## src/rtl/term_pkg.sv

```systemverilog
// Shared definitions for the terminal writer: ASCII controls, screen geometry,
// FSM state encoding and VRAM cell address packing.
package term_pkg;

  localparam int COLS = 64;
  localparam int ROWS = 32;

  localparam logic [7:0] BLANK = 8'h20;

  localparam logic [7:0] ASCII_BEL = 8'h07;
  localparam logic [7:0] ASCII_BS  = 8'h08;
  localparam logic [7:0] ASCII_TAB = 8'h09;
  localparam logic [7:0] ASCII_LF  = 8'h0A;
  localparam logic [7:0] ASCII_FF  = 8'h0C;
  localparam logic [7:0] ASCII_CR  = 8'h0D;
  localparam logic [7:0] ASCII_DEL = 8'h7F;

  localparam logic [7:0] PRINT_LO = 8'h20;
  localparam logic [7:0] PRINT_HI = 8'h7E;

  localparam logic [5:0]  X_MAX       = 6'(COLS - 1);
  localparam logic [4:0]  Y_MAX       = 5'(ROWS - 1);
  localparam logic [10:0] ADDR_MAX    = 11'(COLS * ROWS - 1);
  localparam logic [10:0] SCROLL_SRC0 = 11'(COLS);
  localparam logic [10:0] LAST_ROW    = 11'((ROWS - 1) * COLS);

  typedef enum logic [2:0] {
    ST_CLEAR,
    ST_IDLE,
    ST_PUT,
    ST_CTRL,
    ST_SCR_RD,
    ST_SCR_WR,
    ST_SCR_CLR
  } state_t;

  function automatic logic [10:0] cell_addr(input logic [4:0] y, input logic [5:0] x);
    return {y, x};
  endfunction

endpackage

```

## src/rtl/term_bel_timer.sv

```systemverilog
// Visual-bell timer: o_bel is high for BEL_CYCLES clocks after the last load.
// Load takes effect on the same edge; a load while running restarts the count.
module term_bel_timer #(
  parameter int unsigned BEL_CYCLES = 2400000
) (
  input  logic i_clk,
  input  logic i_rst,
  input  logic i_load,
  output logic o_bel
);

  localparam int CW = $clog2(BEL_CYCLES + 1);

  logic [CW-1:0] count;

  always_ff @(posedge i_clk or posedge i_rst) begin
    if (i_rst) begin
      count <= '0;
      o_bel <= 1'b0;
    end else if (i_load) begin
      count <= CW'(BEL_CYCLES);
      o_bel <= 1'b1;
    end else if (count != '0) begin
      count <= count - 1'b1;
      o_bel <= (count > CW'(1));
    end
  end

endmodule

```

## src/rtl/term_writer.sv

```systemverilog
// Terminal writer: decodes ASCII into 64x32 VRAM cell writes, cursor moves, scroll and clear.
// A byte is accepted only in IDLE (one per visit); o_ready is low for every busy clock.
module term_writer
  import term_pkg::*;
#(
  parameter int unsigned BEL_CYCLES = 2400000
) (
  input  logic        i_clk,
  input  logic        i_rst,
  input  logic [7:0]  i_data,
  input  logic        i_valid,
  output logic        o_ready,
  output logic [10:0] o_vram_addr,
  output logic [7:0]  o_vram_din,
  input  logic [7:0]  i_vram_dout,
  output logic        o_vram_ce,
  output logic        o_vram_wre,
  output logic        o_bel
);

  state_t      state;
  logic [5:0]  cur_x;
  logic [4:0]  cur_y;
  logic [10:0] src;
  logic [7:0]  din_q;
  logic        accept;
  logic        bel_load;
  logic [5:0]  tab_or;

  assign accept   = i_valid && o_ready;
  assign bel_load = accept && (i_data == ASCII_BEL);
  assign tab_or   = cur_x | 6'd7;

  // The copy write must carry the byte read on the previous clock, so the
  // read data passes straight through while in SCR_WR.
  assign o_vram_din = (state == ST_SCR_WR) ? i_vram_dout : din_q;

  always_ff @(posedge i_clk or posedge i_rst) begin
    if (i_rst) begin
      state       <= ST_CLEAR;
      cur_x       <= '0;
      cur_y       <= '0;
      src         <= '0;
      din_q       <= BLANK;
      o_vram_addr <= '0;
      o_vram_ce   <= 1'b0;
      o_vram_wre  <= 1'b0;
      o_ready     <= 1'b0;
    end else begin
      case (state)
        ST_CLEAR: begin
          if (!o_vram_wre) begin
            // first clock after reset: the fill starts from cell 0
            o_vram_addr <= '0;
            din_q       <= BLANK;
            o_vram_ce   <= 1'b1;
            o_vram_wre  <= 1'b1;
          end else if (o_vram_addr == ADDR_MAX) begin
            cur_x       <= '0;
            cur_y       <= '0;
            o_vram_addr <= cell_addr(5'd0, 6'd0);
            o_vram_wre  <= 1'b0;
            o_ready     <= 1'b1;
            state       <= ST_IDLE;
          end else begin
            o_vram_addr <= o_vram_addr + 11'd1;
          end
        end

        ST_IDLE: begin
          if (accept) begin
            o_ready <= 1'b0;
            if (i_data >= PRINT_LO && i_data <= PRINT_HI) begin
              din_q      <= i_data;
              o_vram_wre <= 1'b1;
              state      <= ST_PUT;
            end else begin
              state <= ST_CTRL;
              case (i_data)
                ASCII_CR:  cur_x <= '0;
                ASCII_LF: begin
                  if (cur_y < Y_MAX) begin
                    cur_y <= cur_y + 5'd1;
                  end else begin
                    src         <= SCROLL_SRC0;
                    o_vram_addr <= SCROLL_SRC0;
                    state       <= ST_SCR_RD;
                  end
                end
                ASCII_BS: begin
                  if (cur_x != 6'd0) cur_x <= cur_x - 6'd1;
                end
                ASCII_TAB: cur_x <= (tab_or == X_MAX) ? X_MAX : tab_or + 6'd1;
                ASCII_FF: begin
                  o_vram_addr <= '0;
                  din_q       <= BLANK;
                  o_vram_wre  <= 1'b1;
                  state       <= ST_CLEAR;
                end
                ASCII_DEL: ;
                default:   ;
              endcase
            end
          end
        end

        ST_PUT: begin
          o_vram_wre <= 1'b0;
          if (cur_x < X_MAX) begin
            cur_x       <= cur_x + 6'd1;
            o_vram_addr <= cell_addr(cur_y, cur_x + 6'd1);
            o_ready     <= 1'b1;
            state       <= ST_IDLE;
          end else begin
            cur_x <= '0;
            if (cur_y < Y_MAX) begin
              cur_y       <= cur_y + 5'd1;
              o_vram_addr <= cell_addr(cur_y + 5'd1, 6'd0);
              o_ready     <= 1'b1;
              state       <= ST_IDLE;
            end else begin
              src         <= SCROLL_SRC0;
              o_vram_addr <= SCROLL_SRC0;
              state       <= ST_SCR_RD;
            end
          end
        end

        ST_CTRL: begin
          o_vram_addr <= cell_addr(cur_y, cur_x);
          o_ready     <= 1'b1;
          state       <= ST_IDLE;
        end

        ST_SCR_RD: begin
          o_vram_addr <= src - SCROLL_SRC0;
          o_vram_wre  <= 1'b1;
          state       <= ST_SCR_WR;
        end

        ST_SCR_WR: begin
          if (src == ADDR_MAX) begin
            o_vram_addr <= LAST_ROW;
            din_q       <= BLANK;
            state       <= ST_SCR_CLR;
          end else begin
            src         <= src + 11'd1;
            o_vram_addr <= src + 11'd1;
            o_vram_wre  <= 1'b0;
            state       <= ST_SCR_RD;
          end
        end

        ST_SCR_CLR: begin
          if (o_vram_addr == ADDR_MAX) begin
            o_vram_addr <= cell_addr(cur_y, cur_x);
            o_vram_wre  <= 1'b0;
            o_ready     <= 1'b1;
            state       <= ST_IDLE;
          end else begin
            o_vram_addr <= o_vram_addr + 11'd1;
          end
        end

        default: begin
          o_vram_wre <= 1'b0;
          o_ready    <= 1'b0;
          state      <= ST_CLEAR;
        end
      endcase
    end
  end

  term_bel_timer #(
    .BEL_CYCLES(BEL_CYCLES)
  ) u_bel (
    .i_clk  (i_clk),
    .i_rst  (i_rst),
    .i_load (bel_load),
    .o_bel  (o_bel)
  );

endmodule

```

## config.mk

```make
export PLATFORM = sky130hd
export DESIGN_NAME = term_writer
export DESIGN_NICKNAME = d
export VERILOG_FILES = /design/src/rtl/term_pkg.sv /design/src/rtl/term_bel_timer.sv /design/src/rtl/term_writer.sv
export SDC_FILE = /design/constraint.sdc
export NUM_CORES = 1
export LEC_CHECK = 0
export CORE_MARGIN = 4
export CORE_UTILIZATION = 40
export CTS_BUF_LIST = sky130_fd_sc_hd__clkbuf_4 sky130_fd_sc_hd__clkbuf_8
export DETAILED_ROUTE_END_ITERATION = 8
export GPL_ROUTABILITY_DRIVEN = 0
export PLACE_DENSITY_LB_ADDON = 0.05
export SLEW_MARGIN = 20
export SYNTH_ARGS = -nofsm -noshare
export SYNTH_HDL_FRONTEND = slang
export SYNTH_SLANG_ARGS = --single-unit
```

## constraint.sdc

```tcl
create_clock -name i_clk -period 6.6 [get_ports i_clk]
set_clock_uncertainty 0.2 [all_clocks]
set_input_delay 1.32 -clock i_clk [delete_from_list [all_inputs] [get_ports i_clk]]
set_output_delay 1.32 -clock i_clk [all_outputs]
set_load 0.05 [all_outputs]
```

== Yosys cells after proc, flatten, opt, wreduce, memory -nomap -nowiden ==
Index checks and enable logic that the tools add are counted.
Cells by class
  bitwise operators: 3
  order comparisons: 5
  mux-type cells: 70
  $add $sub $neg: 8
  reduce and logical (&&, ||, !) cells: 21
  eq/ne operators: 31
Operators with widths (number)
  2-to-1 mux 11 bit: 15
  case mux 11 bit (7 select lines): 1
  2-to-1 mux 8 bit: 6
  2-to-1 mux 22 bit: 2
  2-to-1 mux 6 bit: 7
  equality test 8 x 4 -> 1 bit, second input constant: 5
  case mux 6 bit (3 select lines): 2
  2-to-1 mux 5 bit: 7
  case mux 11 bit (3 select lines): 1
  case mux 8 bit (3 select lines): 1
  adder 11 x 1 -> 11 bit, second input constant: 2
  equality test 11 bit, second input constant: 2
  > comparator 22 x 1 -> 1 bit, second input constant: 1
  case mux 11 bit (2 select lines): 1
  nonzero test 22 bit: 1
  subtractor 22 x 1 -> 22 bit, second input constant: 1
  2-to-1 mux 3 bit: 7
  case mux 3 bit (7 select lines): 1
  inequality test 2 bit, second input constant: 8
  case mux 5 bit (3 select lines): 1
  AND reduction 5 bit: 3
  2-to-1 mux 1 bit: 14
  AND reduction 7 bit: 2
  adder 6 x 1 -> 6 bit, second input constant: 2
  30 further kinds: 45
Storage, ports and cells
  bits in registers: 70
  output and inout bits: 23
  input port bits: 19

== Depth between registers and ports, before layout ==
Gate-level depths: netlist (run 1).
  depth after elaboration: 6
  mapped depth: 9
  gate-level depth less buffers: 8

== Hierarchy ==
A second synthesis (run 1) with hierarchy kept.
Unflattened totals
  cell total of the unflattened synthesis: 624
  area, all modules: 5149.9 sq um
By module, submodules not included
  term_writer: area each 3848.7 sq um, cells each 491, seq. area each 1177.4 sq um, times used 1
  term_bel_timer: area each 1301.2 sq um, cells each 133, seq. area each 575.6 sq um, times used 1

== Least setup slack after synthesis (run 1) ==
OpenSTA, ideal clock, no wires.
  kind: register to output
  start point: register state[1]
  end point: output o_vram_din[0]
  setup slack: 2814 ps
  stages on the path, launching flop included: 6
  buffers on the path: 3
  arrival time: 2266 ps
  cells stage by stage: dfrtp_1 > clkbuf_1 > and3b_1 > clkbuf_1 > clkbuf_1 > o21ai_0
On the way
  word-level cells in the longest chain between the ends: 2
Ends and longest elaborated chain
  from (decl): line term_writer.sv:21  | state_t state;
  from (signal assigned): line term_writer.sv:40  | state <= ST_CLEAR;
  from (signal assigned): line term_writer.sv:64  | state <= ST_IDLE;
  from (signal assigned): line term_writer.sv:76  | state <= ST_PUT;
  equality test 3 bit: line term_writer.sv:36  | assign o_vram_din = (state == ST_SCR_WR) ? i_vram_dout : din_q;
  2-to-1 mux 8 bit: line term_writer.sv:36
  to (decl): line term_writer.sv:14  | output logic [7:0] o_vram_din,
Every way passes these cells.

== Worst setup path in the final report (run 1) ==
  start point: register state[2]
  end point: output o_vram_din[6]
The elaborated chain is that of the path after synthesis.

==> results of run 1 <==
[critical path, stage by stage (launching register included)]
cell and delay (ps):
sky130_fd_sc_hd__dfrtp_1 790, sky130_fd_sc_hd__and3b_1 850, sky130_fd_sc_hd__nand2_1 110, sky130_fd_sc_hd__o21ai_0 110
sky130_fd_sc_hd__clkdlybuf4s50_1 840
[through the flow]
step | cells | hold slack [ps] | setup WS (ps) | utilization [%] | area [um2]
6_report | 829 | 273 | 2000 | 47.3 | 5770
5_1_grt | 829 | 284 | 1830 | 47.3 | 5770
4_1_cts | 829 | 278 | 2010 | 47.3 | 5770
3_5_place_dp | 813 | 260 | 2250 | 45.6 | 5570
3_3_place_gp | 813 | 259 | 2280 | 45.6 | 5570
2_1_floorplan | 639 | 264 | 2810 | - | 5050
[per-layer routing]
metal	up-vias	wire length [um]	global-route usage, %
met5	-	0	0
met4	0	249	7.08
met3	19	941	4.26
met2	170	6600	32.3
met1	2316	7180	29.9
li1	2342	-	-
[area by class of cell]
class | instances | area share (%)
Clock buffer | 10 | 2.38
Sequential cell | 70 | 30.4
Inverter | 26 | 1.69
Timing Repair Buffer | 45 | 7.63
Clock inverter | 6 | 1.19
Tap cell | 168 | 3.64
Multi-Input combinational cell | 504 | 53.1
[sequential cells by signal, summed over array words and instances, names as in the netlist]
signal	count
u_bel.count	22
o_vram_addr	11
src	11
din_q	8
cur_x	6
cur_y	5
state	3
o_ready	1
o_vram_ce	1
o_vram_wre	1
u_bel.o_bel	1
[where the power goes]
| part | leakage [nW] | internal (mW) | switching [mW] |
|---|---|---|---|
| clock network | 0.103 | 0.187 | 0.190 |
| logic | 1.29 | 0.0218 | 0.0237 |
| registers | 0.780 | 0.440 | 0.0121 |
[cells by family after synthesis]
group	after synthesis	synth area share, %
fa+ha+maj	15	3.81
buf+inv	65	4.95
mux	14	2.87
flops	70	34.7
simple gates	269	26.4
xor+xnor	29	5.03
compound gates	177	22.3
[cells in the final DEF, fill, tap and decap left out, drive strengths merged, types with 11 or more instances in the layout]
cell | netlist | final
nor3 | 31 | 31
xnor2 | 20 | 20
inv | 26 | 28
nand3 | 32 | 32
a21oi | 51 | 51
dfrtp | 69 | 69
nor2 | 65 | 65
ha | 13 | 13
o21ai | 51 | 51
clkdlybuf4s50 | 0 | 41
nor4 | 11 | 11
nand2 | 69 | 69
[path summary, 6_finish.rpt]
path,depth (start not counted),startpoint,endpoint
max,4,state[2]$_DFFE_PP0P_,o_vram_din[6]
min,1,o_vram_ce$_DFFE_PP0P_,o_vram_ce$_DFFE_PP0P_
max reg2reg,6,state[2]$_DFFE_PP0P_,src[3]$_DFFE_PP0P_
min reg2reg,1,o_vram_ce$_DFFE_PP0P_,o_vram_ce$_DFFE_PP0P_
max in group asynchronous,3,i_rst,din_q[2]$_DFFE_PP0P_
min in group asynchronous,3,i_rst,o_vram_addr[3]$_DFFE_PP0P_
==> results.ini, run 1 <==
[logic_synthesis]
async_s_r_ff_share_synth_pct = 100
synth_flop_cell = sky130_fd_sc_hd__dfrtp_1
synth_top_area_share_pct = 34.2
synth-edff-count = 0
synth_cell_type_count = 72
synth_fp_nets = 672
ys_top_cells_by_area = sky130_fd_sc_hd__dfrtp_1 (34%), sky130_fd_sc_hd__nand2_1 (5.1%), sky130_fd_sc_hd__a21oi_1 (5.1%)
ys.warnings.count = 0
seq_area_frac_synth_pct = 34.7
post_synth_most_frequent_cells = sky130_fd_sc_hd__dfrtp_1 (69), sky130_fd_sc_hd__nand2_1 (69), sky130_fd_sc_hd__nor2_1 (65)
synth_area_per_cell_um2 = 7.91
synth_area_leader_cell = sky130_fd_sc_hd__dfrtp_1
synthesized_flop_and_latch_total = 70
synthesis.instances = 639
post_synth_instance_area_um2 = 5050

[power_and_ir_drop]
leakage_nw = 2.18
power_density_nw_per_um2 = 152
ir_worst_vdd_uv = 69.5
finalPower_mw = 0.875

[global_route]
number_of_global_route_vias_before_repair = 4554
grt_first_pass_wirelength_mm = 24.4
grt_overflow_total = 0
groute.usage.overall_pct = 21.2
grt_max_degree = 71
antenna_found_initial = 0

[hold_path]
hold_class = reg2reg

[clock_network]
cts_made_buffers = 9
cts.repair.resized = 0
cts_setup_buffers = 0
htree_num_levels = 3
clock_insertion_delay_worst_skew_ps = 370
cts_root_buf = sky130_fd_sc_hd__clkbuf_8
clock_tree.buffer_depth = 2
clkSlewWorstSetupHoldPaths_ps = 80
cts_sinks = 70
ctsHoldBuffers = 0
tritoncts = done

[sta]
fmaxAchievable_mhz = 217
setup_viol = 0
finalCriticalPeriod_ps = 4600
slew-limit-headroom_pct = 39.2
hold_viol_final = 0
maxSlewViolCount = 0
rsz_0062_raised_after_global_routing = false
layout_worst_path_cycle_share_pct = 69.7
tns_ps = 0
worst_pin_slew_ps = 905

[route]
antenna_violating_nets_post_route = 0
remaining_drc_errors = 0
detail_route.first_pass.iterations = 5
number_of_vias_per_cell_after_detailed_routing = 5.85
initialDrtViolationCount = 494
vias = 4847
drt-total-wl_mm = 15.0
avgRoutedWirePerCell_um = 18.1

[final_layout]
multi_input_gate_area_in_the_final_layout_um2 = 3060
regArea_um2 = 1750
num_antenna_cells = 0
fillers = 1255
layout.nets = 689
layout_cells_sized_above_1_pct = 5.90
layout_stage_area_growth_over_the_synthesis_result_pct = 14.2

[setup_path]
timing.critical_path.to_type = output pin
critPathKind = reg2out
critical_path_data_required_time_ps = 5080
critical_path_arrival_ps = 3080
timing.critical_path.fanout_max = 24
worst_setup_path_start_kind = flip-flop
setup.reg_to_reg.worst_slack_ps = 3220

[floorplan]
core_region_area_um2 = 12200
boundaryPins = 42
std_cell_rows = 40
floorplan.die.height_um = 120
start_util_pct = 41.4
die-area_um2 = 14500
floorplan.die.width_um = 120

[status]
outcome = finished clean

[placed_design]
port_buffers = 41
detailed_place_hpwl_mm = 10.9

[run]
cap_violations = 0

Power figures use the tool's default switching activity.
==> inputs of run 2 (changes only) <==
- clock period: 6.6 -> 4.66 ns (I/O delays scaled with it)
==> run 2 against run 1 <==
  * Utilization is 0.44 points higher
  * Clock power is 64% higher
  * Critical path type unchanged
  * Design area rose by 0.93%
  * Critical path depth up 1
  * Sequential power is 42% higher
  * Global-route usage up 0.12 points
==> results.ini, run 2 (synthesis results as in run 1) <==
[status]
outcome = finished clean  ; unchanged

[placed_design]
port_buffers = 41  ; unchanged
detailed_place_hpwl_mm = 10.9  ; about the same
postPlaceCellArea_um2 = 5580  ; was 5570 um2
dpl_worst_slack_ps = 701  ; was 2250 ps

[route]
vias = 4791  ; was 4847
initialDrtViolationCount = 512  ; was 494
number_of_vias_per_cell_after_detailed_routing = 5.76  ; was 5.85
detail_route.first_pass.iterations = 5  ; unchanged
antenna_violating_nets_post_route = 0  ; unchanged
drt-total-wl_mm = 14.9  ; was 15.0 mm
remaining_drc_errors = 0  ; unchanged
avgRoutedWirePerCell_um = 17.9  ; was 18.1 um

[run]
cap_violations = 0  ; unchanged

[sta]
tns_ps = 0  ; unchanged
layout_worst_path_cycle_share_pct = 84.9
hold_viol_final = 0  ; unchanged
worst_pin_slew_ps = 920  ; was 905 ps
setup_viol = 0  ; unchanged
slew-limit-headroom_pct = 38.1  ; was 39.2%
maxSlewViolCount = 0  ; unchanged
finalCriticalPeriod_ps = 3960
fmaxAchievable_mhz = 253
rsz_0062_raised_after_global_routing = false  ; unchanged
fin_ws_ps = 702  ; was 2000 ps

[global_route]
groute.usage.overall_pct = 21.3  ; was 21.2%
grt_overflow_total = 0  ; unchanged
grt_first_pass_wirelength_mm = 24.5  ; was 24.4 mm
number_of_global_route_vias_before_repair = 4608  ; was 4554
grt_max_degree = 47  ; was 71
antenna_found_initial = 0  ; unchanged

[setup_path]
timing.critical_path.fanout_max = 24  ; unchanged
critPathKind = reg2out  ; unchanged
timing.critical_path.to_type = output pin  ; unchanged
critical_path_arrival_ps = 2830  ; was 3080 ps
worst_setup_path_start_kind = flip-flop  ; unchanged
critical_path_data_required_time_ps = 3530  ; was 5080 ps

[floorplan]
start_util_pct = 41.4  ; unchanged
std_cell_rows = 40  ; unchanged
boundaryPins = 42  ; unchanged
core_region_area_um2 = 12200  ; unchanged
floorplan.die.width_um = 120  ; unchanged
die-area_um2 = 14500  ; unchanged
floorplan.die.height_um = 120  ; unchanged

[power_and_ir_drop]
leakage_nw = 2.20  ; was 2.18 nW
ir_worst_vdd_uv = 162  ; was 69.5 uV
power_density_nw_per_um2 = 227  ; was 152 nW/um2
finalPower_mw = 1.32  ; was 0.875 mW

[clock_network]
cts_sinks = 70  ; unchanged
cts_made_buffers = 9  ; unchanged
tritoncts = done  ; unchanged
cts_root_buf = sky130_fd_sc_hd__clkbuf_8  ; unchanged
cts_setup_buffers = 0  ; unchanged
clkSlewWorstSetupHoldPaths_ps = 90  ; was 80 ps
clock_insertion_delay_worst_skew_ps = 380  ; was 370 ps
cts.repair.resized = 0  ; unchanged
ctsHoldBuffers = 0  ; unchanged
clock_tree.buffer_depth = 2  ; unchanged
htree_num_levels = 3  ; unchanged

[final_layout]
layout_cells_sized_above_1_pct = 6.33  ; was 5.90%
fillers = 1249  ; was 1255
most-common-layout-cells = sky130_fd_sc_hd__nand2_1 (69), sky130_fd_sc_hd__dfrtp_1 (69), sky130_fd_sc_hd__nor2_1 (65)  ; unchanged
num_antenna_cells = 0  ; unchanged
layout.nets = 692  ; was 689
regArea_um2 = 1750  ; unchanged
largest_registers = u_bel.count (22), o_vram_addr (11), src (11)  ; unchanged
postLayoutCoreUtil_pct = 47.7  ; was 47.3%
non_filler_cell_area_final_um2 = 5830  ; was 5770 um2
multi_input_gate_area_in_the_final_layout_um2 = 3060  ; about the same
layout_stage_area_growth_over_the_synthesis_result_pct = 15.3  ; was 14.2%
max_flop_register = u_bel.count  ; unchanged
largest_register_ff_count = 22  ; unchanged

[hold_path]
hold_class = reg2reg  ; unchanged

## run 2: worst max-delay path, stage by stage (launching register included)
cell                              delay (ps)
sky130_fd_sc_hd__dfrtp_1                 800
sky130_fd_sc_hd__nor2b_1                 230
sky130_fd_sc_hd__nand2_1                 450
sky130_fd_sc_hd__nand2_1                 100
sky130_fd_sc_hd__nand2_1                  80
sky130_fd_sc_hd__clkdlybuf4s50_1         790
## run 2: stage by stage
stage               hold slack, ps  instances
CTS                            279        832
global route                   287        832
floorplan                      264        639
global placement               256        816
detailed placement             258        816
finish                         274        832
## run 2: final timing paths
check                                      start                     to  slack, ps  cells after the start
max in group asynchronous                  i_rst   din_q[3]$_DFFE_PP0P_       2520                      3
min                        o_vram_ce$_DFFE_PP0P_  o_vram_ce$_DFFE_PP0P_        270                      1
max reg2reg                   src[0]$_DFFE_PP0P_     src[8]$_DFFE_PP0P_       1470                      7
min reg2reg                o_vram_ce$_DFFE_PP0P_  o_vram_ce$_DFFE_PP0P_        270                      1
min in group asynchronous                  i_rst  o_vram_ce$_DFFE_PP0P_        710                      2
max                         state[1]$_DFFE_PP0P_          o_vram_din[7]        700                      5
## run 2: report_power, final
part | leakage, nW | switching [mW] | internal [mW] | total (mW)
logic | 1.30 | 0.0326 | 0.0308 | 0.0634
clock network | 0.116 | 0.262 | 0.357 | 0.619
registers | 0.780 | 0.0174 | 0.624 | 0.641
total | 2.20 | 0.312 | 1.01 | 1.32
## run 2: layout make-up
type | instances | area share [%]
Clock buffer | 9 | 2.13
Clock inverter | 7 | 2.10
Inverter | 26 | 1.68
Multi-Input combinational cell | 504 | 52.4
Sequential cell | 70 | 30.1
Tap cell | 168 | 3.61
Timing Repair Buffer | 48 | 7.95
## run 2: layer usage
metal / wire [um] / global-route usage [%] / vias to the layer above / part of all wire, %
met4: 234 / 5.81 / 0 / 1.6
met5: 0 / 0 / - / 0
met1: 7420 / 31.7 / 2294 / 50
met2: 6430 / 31.1 / 136 / 43
li1: - / - / 2344 / -
met3: 844 / 4.63 / 17 / 5.7
